==> src/rtl/adc_lvds_emulator_pkg.sv <==
// Shared encodings for the ADC serial-link transmit emulator.
package adc_lvds_emulator_pkg;

  // Word source selection, sampled at each word load
  typedef enum logic [1:0] {
    MODE_EXT   = 2'b00,
    MODE_RAMP  = 2'b01,
    MODE_FIXED = 2'b10,
    MODE_ZERO  = 2'b11
  } mode_e;

  // Link state: waiting for enable, or shifting a word out
  typedef enum logic {
    ST_IDLE  = 1'b0,
    ST_SHIFT = 1'b1
  } state_e;

endpackage

==> src/rtl/adc_lvds_emulator.sv <==
// ADC serial-link transmitter: serializes WIDTH-bit words MSB first with a
// half-rate bit clock and a word-alignment frame marker.
module adc_lvds_emulator
  import adc_lvds_emulator_pkg::*;
#(
  parameter int unsigned      WIDTH     = 12,
  parameter int unsigned      FRAME_HI  = 6,
  parameter logic [WIDTH-1:0] PATTERN   = 12'hAAA,
  parameter logic [WIDTH-1:0] IDLE_WORD = 12'h800
) (
  input  logic             clk,
  input  logic             reset_n,
  input  logic             enable,
  input  logic [1:0]       mode,
  input  logic [WIDTH-1:0] sample_in,
  input  logic             sample_valid,
  output logic             sample_ready,
  output logic             adc_fast_clk,
  output logic             adc_frame,
  output logic             adc_data_p,
  output logic             adc_data_ready,
  output logic             underrun
);

  localparam int unsigned     CNT_W    = (WIDTH > 1) ? $clog2(WIDTH) : 1;
  localparam logic [CNT_W-1:0] LAST_BIT = CNT_W'(WIDTH - 1);

  state_e           state_q, state_d;
  logic [WIDTH-1:0] shreg_q, shreg_d;
  logic [CNT_W-1:0] bit_cnt_q, bit_cnt_d;
  logic             fast_clk_q, fast_clk_d;
  logic             frame_q, frame_d;
  logic             data_p_q, data_p_d;
  logic [WIDTH-1:0] ramp_cnt_q, ramp_cnt_d;
  logic             data_ready_q, data_ready_d;
  logic             underrun_q, underrun_d;

  logic             boundary_c;
  logic             load_c;
  logic [WIDTH-1:0] word_c;
  logic             ramp_adv_c;
  logic             underrun_c;
  logic [CNT_W-1:0] nxt_cnt_c;
  mode_e            mode_c;

  // Word boundary and load decision; a load on the boundary keeps the link gapless
  always_comb begin
    mode_c     = mode_e'(mode);
    boundary_c = (state_q == ST_SHIFT) && fast_clk_q && (bit_cnt_q == LAST_BIT);
    load_c     = enable && ((state_q == ST_IDLE) || boundary_c);
    nxt_cnt_c  = bit_cnt_q + CNT_W'(1);
  end

  assign sample_ready = load_c && (mode_c == MODE_EXT);

  // Source selection for the word being loaded
  always_comb begin
    word_c     = '0;
    ramp_adv_c = 1'b0;
    underrun_c = 1'b0;
    case (mode_c)
      MODE_EXT: begin
        if (sample_valid) begin
          word_c = sample_in;
        end else begin
          word_c     = IDLE_WORD;
          underrun_c = 1'b1;
        end
      end
      MODE_RAMP: begin
        word_c     = ramp_cnt_q;
        ramp_adv_c = 1'b1;
      end
      MODE_FIXED: word_c = PATTERN;
      default:    word_c = '0;
    endcase
  end

  // Next-state logic
  always_comb begin
    state_d = state_q;
    case (state_q)
      ST_IDLE:  if (load_c) state_d = ST_SHIFT;
      ST_SHIFT: if (boundary_c && !load_c) state_d = ST_IDLE;
      default:  state_d = ST_IDLE;
    endcase
  end

  // Datapath and output next values; data/frame only move while fast_clk falls
  always_comb begin
    shreg_d      = shreg_q;
    bit_cnt_d    = bit_cnt_q;
    fast_clk_d   = fast_clk_q;
    frame_d      = frame_q;
    data_p_d     = data_p_q;
    ramp_cnt_d   = ramp_cnt_q;
    data_ready_d = data_ready_q;
    underrun_d   = 1'b0;
    if (load_c) begin
      shreg_d    = word_c;
      bit_cnt_d  = '0;
      fast_clk_d = 1'b0;
      data_p_d   = word_c[WIDTH-1];
      frame_d    = (FRAME_HI > 0);
      underrun_d = underrun_c;
      if (ramp_adv_c) ramp_cnt_d = ramp_cnt_q + WIDTH'(1);
      if (boundary_c) data_ready_d = 1'b1;
    end else if (boundary_c) begin
      fast_clk_d   = 1'b0;
      frame_d      = 1'b0;
      data_p_d     = 1'b0;
      data_ready_d = 1'b0;
    end else if (state_q == ST_SHIFT) begin
      fast_clk_d = ~fast_clk_q;
      if (fast_clk_q) begin
        shreg_d   = shreg_q << 1;
        bit_cnt_d = nxt_cnt_c;
        data_p_d  = shreg_d[WIDTH-1];
        frame_d   = (32'(nxt_cnt_c) < FRAME_HI);
      end
    end
  end

  // State and datapath registers
  always_ff @(posedge clk or negedge reset_n) begin
    if (!reset_n) begin
      state_q      <= ST_IDLE;
      shreg_q      <= '0;
      bit_cnt_q    <= '0;
      fast_clk_q   <= 1'b0;
      frame_q      <= 1'b0;
      data_p_q     <= 1'b0;
      ramp_cnt_q   <= '0;
      data_ready_q <= 1'b0;
      underrun_q   <= 1'b0;
    end else begin
      state_q      <= state_d;
      shreg_q      <= shreg_d;
      bit_cnt_q    <= bit_cnt_d;
      fast_clk_q   <= fast_clk_d;
      frame_q      <= frame_d;
      data_p_q     <= data_p_d;
      ramp_cnt_q   <= ramp_cnt_d;
      data_ready_q <= data_ready_d;
      underrun_q   <= underrun_d;
    end
  end

  assign adc_fast_clk   = fast_clk_q;
  assign adc_frame      = frame_q;
  assign adc_data_p     = data_p_q;
  assign adc_data_ready = data_ready_q;
  assign underrun       = underrun_q;

endmodule

==> config.mk <==
export PLATFORM = sky130hd
export DESIGN_NAME = adc_lvds_emulator
export DESIGN_NICKNAME = d
export VERILOG_FILES = /design/src/rtl/adc_lvds_emulator_pkg.sv /design/src/rtl/adc_lvds_emulator.sv
export SDC_FILE = /design/constraint.sdc
export NUM_CORES = 1
export LEC_CHECK = 0
export CORE_ASPECT_RATIO = 2
export CORE_MARGIN = 3
export CORE_UTILIZATION = 35
export DETAILED_ROUTE_END_ITERATION = 10
export PLACE_DENSITY = 0.65
export SETUP_SLACK_MARGIN = 0.02
export SYNTH_ARGS = -nofsm -noshare
export SYNTH_HDL_FRONTEND = slang
export SYNTH_SLANG_ARGS = --single-unit
==> constraint.sdc <==
create_clock -name clk -period 2 [get_ports clk]
set_input_delay 0.4 -clock clk [delete_from_list [all_inputs] [get_ports clk]]
set_output_delay 0.4 -clock clk [all_outputs]
set_load 0.02 [all_outputs]
### Yosys cells after proc, flatten, opt, wreduce, memory -nomap -nowiden

Cells that the tools add are included.

* word-level logic and storage cells: 64
* register bits after elaboration: 33
* input bits: 18

* equality and inequality tests: 4
* reduce and logical (&&, ||, !) cells: 15
* bitwise logic cells: 2
* order comparisons: 1
* mux-type cells: 31
* add/sub/neg operators: 2

Operator list (count)
* 11-bit 2-to-1 mux: 4
* 12-bit one-hot mux with 3 select lines: 1
* 1-bit 2-to-1 mux: 20
* 4-bit 2-to-1 mux: 4
* 12-bit by 1-bit adder with 12-bit output, second input constant: 1
* 12-bit 2-to-1 mux: 1
* 3-bit nonzero test: 2
* 1-bit logical AND: 5
* 4-bit by 1-bit adder with 4-bit output, second input constant: 1
* 4-bit equality test, second input constant: 1
* 4-bit by 3-bit < comparator with 1-bit output, second input constant: 1
* 2-bit AND reduction: 2
* 2-bit nonzero test: 2
* 3-bit AND reduction: 1
* 2-bit by 1-bit equality test with 1-bit output, second input constant: 1
* 2-bit equality test, second input constant: 1
* 2-bit logical NOT: 1
* 2-bit by 1-bit inequality test with 1-bit output, second input constant: 1
* 1-bit inverter: 2
* 1-bit one-hot mux with 2 select lines: 1
* 1-bit logical NOT: 1
* 1-bit logical OR: 1

### Depth between registers and ports, before layout

Gate-level depths: netlist of run 1.

* depth after elaboration: 8
* gate-level depth with buffers: 7

### Least setup slack after synthesis of run 1

Ideal clock, no wire load.

* path kind: register to output
* from: register bit_cnt_q[0]
* to: output sample_ready
* setup slack: -140 ps
* stages on the path, launching flop included: 8
* data arrival time: 1740 ps
* cells stage by stage: dfrtp_1 ha_1 nand4b_4 a21o_1 buf_6 or2_1 buf_6 nor2_1

* word-level cells in the longest chain between the ends: 5

RTL lines
* start, declared: line adc_lvds_emulator.sv:30 `logic [CNT_W-1:0] bit_cnt_q, bit_cnt_d;`
* start signal, assigned: line adc_lvds_emulator.sv:139 `bit_cnt_q <= bit_cnt_d;`
* 4-bit equality test: line adc_lvds_emulator.sv:49 `boundary_c = (state_q == ST_SHIFT) && fast_clk_q && (bit_cnt_q == LAST_BIT);`
* 1-bit logical AND: line adc_lvds_emulator.sv:49
* 1-bit logical OR: line adc_lvds_emulator.sv:50 `load_c = enable && ((state_q == ST_IDLE) || boundary_c);`
* 1-bit logical AND: line adc_lvds_emulator.sv:50
* 1-bit logical AND: line adc_lvds_emulator.sv:54 `assign sample_ready = load_c && (mode_c == MODE_EXT);`
* end, declared: line adc_lvds_emulator.sv:17 `output logic sample_ready,`

No other way between the ends.

### Final worst setup path of run 1

* from: register bit_cnt_q[1]
* to: output sample_ready

The elaborated chain is that of the path after synthesis.

==> results of run 1 <==
==> per-layer routing <==
layer,share of wire,up-vias
li1,-,723
met1,0.38,720
met2,0.57,31
met3,0.019,12
met4,0.028,0
met5,0,-
==> cell type report <==
class / instances / area [um^2] / area share
Timing Repair Buffer: 45 / 396.6 / 0.1728
Tap cell: 57 / 71.32 / 0.03108
Inverter: 8 / 30.03 / 0.01309
Sequential cell: 33 / 825.8 / 0.3599
Multi-Input combinational cell: 128 / 890.9 / 0.3882
Clock buffer: 8 / 80.08 / 0.03490
==> Yosys cell counts, types with 2 or more instances <==
cell	number
a21oi_1	8
xnor2_1	4
inv_1	8
buf_6	2
ha_1	2
nor3_1	5
a221o_1	6
and4_1	2
dfrtp_1	33
buf_4	2
mux2i_1	2
o22a_1	4
clkbuf_1	4
a22oi_1	6
nand3_1	8
o31ai_1	2
nor2b_1	3
o221ai_2	4
nand2_1	25
buf_2	2
xor2_1	8
o21ai_0	5
nor2_1	12
nand2b_1	2
==> logic make-up after synthesis <==
kind of cell    synth area share
fa+ha+maj                0.01400
xor+xnor                 0.05882
flops                     0.4622
buf+inv                  0.05461
mux                      0.01751
simple gates              0.1989
compound gates            0.1940
==> what timing repair did <==
item	4_1_cts	5_1_grt
resized for setup	7	2
buffers inserted	0	1
setup endpoints to repair	1	2
pin swaps	2	0
gates cloned	0	0
hold buffers	0	0
==> how the worst max path moves through the flow <==
stage / startpoint / end / slack (ns) / cells after the start
after floorplan: bit_cnt_q[0]$_DFFE_PN0P_ / sample_ready / 0.05 / 7
after global placement: enable / sample_ready / -0.49 / 6
after detailed placement: enable / sample_ready / -0.50 / 6
after CTS: bit_cnt_q[1]$_DFFE_PN0P_ / sample_ready / -0.05 / 6
after global routing: bit_cnt_q[1]$_DFFE_PN0P_ / sample_ready / -0.09 / 6
final: bit_cnt_q[1]$_DFFE_PN0P_ / sample_ready / 0.006 / 6
==> flip-flops by register name (all words and copies together), names as in the netlist <==
| name | flops |
|---|---|
| state_q | 1 |
| adc_data_p | 1 |
| adc_frame | 1 |
| adc_fast_clk | 1 |
| shreg_q | 11 |
| bit_cnt_q | 4 |
| underrun | 1 |
| adc_data_ready | 1 |
| ramp_cnt_q | 12 |
==> power breakdown <==
part | switching [mW] | internal (mW)
registers | 0.117 | 0.826
logic | 0.532 | 0.514
clock network | 0.223 | 0.247
==> through the flow <==
step | utilization | worst slack, ns | power (mW)
after global placement | 0.4457 | -0.4948 | 1.957
after CTS | 0.4628 | -0.04919 | 2.449
after detailed placement | 0.4457 | -0.4991 | 1.969
after floorplan | - | 0.04680 | 1.572
final | 0.4674 | 0.005612 | 2.458
after global routing | 0.4674 | -0.09081 | 2.656
==> run_results.csv, run 1 <==
group,metric,value,unit
run_status,outcome,"finished clean",
place,dp_hpwl,3.271,mm
critical_path,rr_worst_depth,6,
timing,hold_slack,0.4888,ns
timing,finalHoldViolations,0,
global_route,antenna_found_initial,0,
detailed_routing,vias_per_cell,5.326,
critical_path,reg2reg_to,"shreg_q[10]$_DFFE_PN0P_",
critical_path,cp_top_family,"simple AND/OR/NAND/NOR gates",
synthesis,yosys_register_bits,33,
worst_hold_path,hold-path-cell-count,1,
global_route,grt_pass1_vias,1576,
floorplan,rows,36,
worst_hold_path,hold_path.class,"flop to flop",
clocking,cts_max_level,2,
clocking,clock_latency,0.27,ns
worst_hold_path,whs_endpoint,"ramp_cnt_q[11]$_DFFE_PN0P_",
global_route,grt_pass1_wl,7.272,mm
clocking,cts_buffers,5,
detailed_routing,wl_per_cell,15.35,um
synthesis,ys_types,45,
detailed_routing,vias,1486,
detailed_routing,dr.pass1.iters,5,
synthesis,synth_top_area_frac,0.4622,
finish,antenna_cells,0,
global_route,gr-usage-all-layers,0.1539,
pwr,powerDensity,1071,mW/mm^2
timing,timing.fmax,0.5014,GHz
timing,min_period,1.994,ns
timing,relSlewSlack,0.6372,
finish,fin_cells,279,
critical_path,crit_slowest_cell,"dfrtp_1",
synthesis,yosys_most_used_dff,"dfrtp_1",
critical_path,r2r_slack,0.22,ns
finish,final_common_cell,"dfrtp_1",
synthesis,avgSynthCellArea,9.926,um^2
timing,rsz0062_at_grt,"yes",
global_route,met1_usage,0.1557,
critical_path,path_max_fanout,2,
clocking,cts_tree,"yes",
detailed_routing,route.detailed.drc,0,
timing,skew,0.005152,ns
timing,slew_violations,0,
detailed_routing,wirelength,4.284,mm
place,portBuffers,23,
floorplan,die_x,56.52,um
finish,fillers,470,
timing,tns,0,ns
detailed_routing,ant_nets,0,
finish,fin_area,0.002295,mm^2
floorplan,coreArea,0.004910,mm^2
clocking,cts-root-buf,"clkbuf_8",
synthesis,seq_area_frac_synth,0.4622,
critical_path,start_kind,"flop",
run,maxCapViolCount,0,
synthesis,ys_async_sr_fraction,1.000,
pwr,p_leak,1.028,nW
critical_path,criticalPathCategory,"flop to primary output",
finish,drive_above_1_share,0.1892,
detailed_routing,drt-initial-drc-count,34,
global_route,met2_usage,0.2939,
synthesis,synth.cell_area,0.001787,mm^2
timing,worst_pin_slew,0.5431,ns
critical_path,cp.buffers_inverters,1,
critical_path,crit_required,1.60,ns
finish,final_cell_mix,"dfrtp_1 (33), nand2_1 (25), clkdlybuf4s50_1 (22), buf_4 (22), nor2_1 (11)",
synthesis,syn_inst,180,
synthesis,synth_enable_flop_cells,0,
critical_path,r2r_start,"bit_cnt_q[1]$_DFFE_PN0P_",
place,dp.cells,270,
global_route,grt_busiest_layer,"met2",
pwr,vdd_drop_max,0.5862,mV
floorplan,die_h,107.0,um
timing,post-route-period-util,0.9972,
floorplan,io_pins,24,
timing,finalSetupViolCount,0,
clocking,clock-sinks,33,
finish,fin_nets,241,
global_route,grtUsageMet3,0.02651,
worst_hold_path,hp-start,"ramp_cnt_q[11]$_DFFE_PN0P_",
critical_path,slowest_delay,0.39,ns
place,gp_congestion,0.7682,
clocking,clock_path_buffers,2,
global_route,grt.overflow.total,0,
synthesis,netlist_top_cells_area,"dfrtp_1 (46%), nand2_1 (5.3%), xor2_1 (3.9%), a221o_1 (3.4%), o221ai_2 (3.4%)",
critical_path,end_kind,"primary output",
critical_path,path_cells,"ha_4 > nand4b_4 > a21o_1 > or2_4 > nor2_4 > buf_6",
synthesis,syn_nets,200,
clocking,clk_pin_slew,0.06,ns
place,place_area,0.002188,mm^2
synthesis,yosysTopAreaCell,"dfrtp_1",
critical_path,cp.arrival,1.59,ns
synthesis,yosysWarnings,0,
finish,syn_to_final_growth,28.43,%
floorplan,initial_core_util,0.3639,
floorplan,die_area,0.006050,mm^2
global_route,grt_max_degree,34,
No activity file was read; power rests on OpenSTA's default activity.
==> run 2: changes to the inputs <==
--- a/config.mk
+++ b/config.mk
@@ -8,6 +8,7 @@
 export CORE_ASPECT_RATIO = 2
 export CORE_MARGIN = 3
 export CORE_UTILIZATION = 35
+export CTS_CLUSTER_DIAMETER = 30
 export DETAILED_ROUTE_END_ITERATION = 10
 export PLACE_DENSITY = 0.65
 export SETUP_SLACK_MARGIN = 0.02
==> results of run 2 <==
Same layout as run 1: the final DEF is identical, and so are final timing and power.
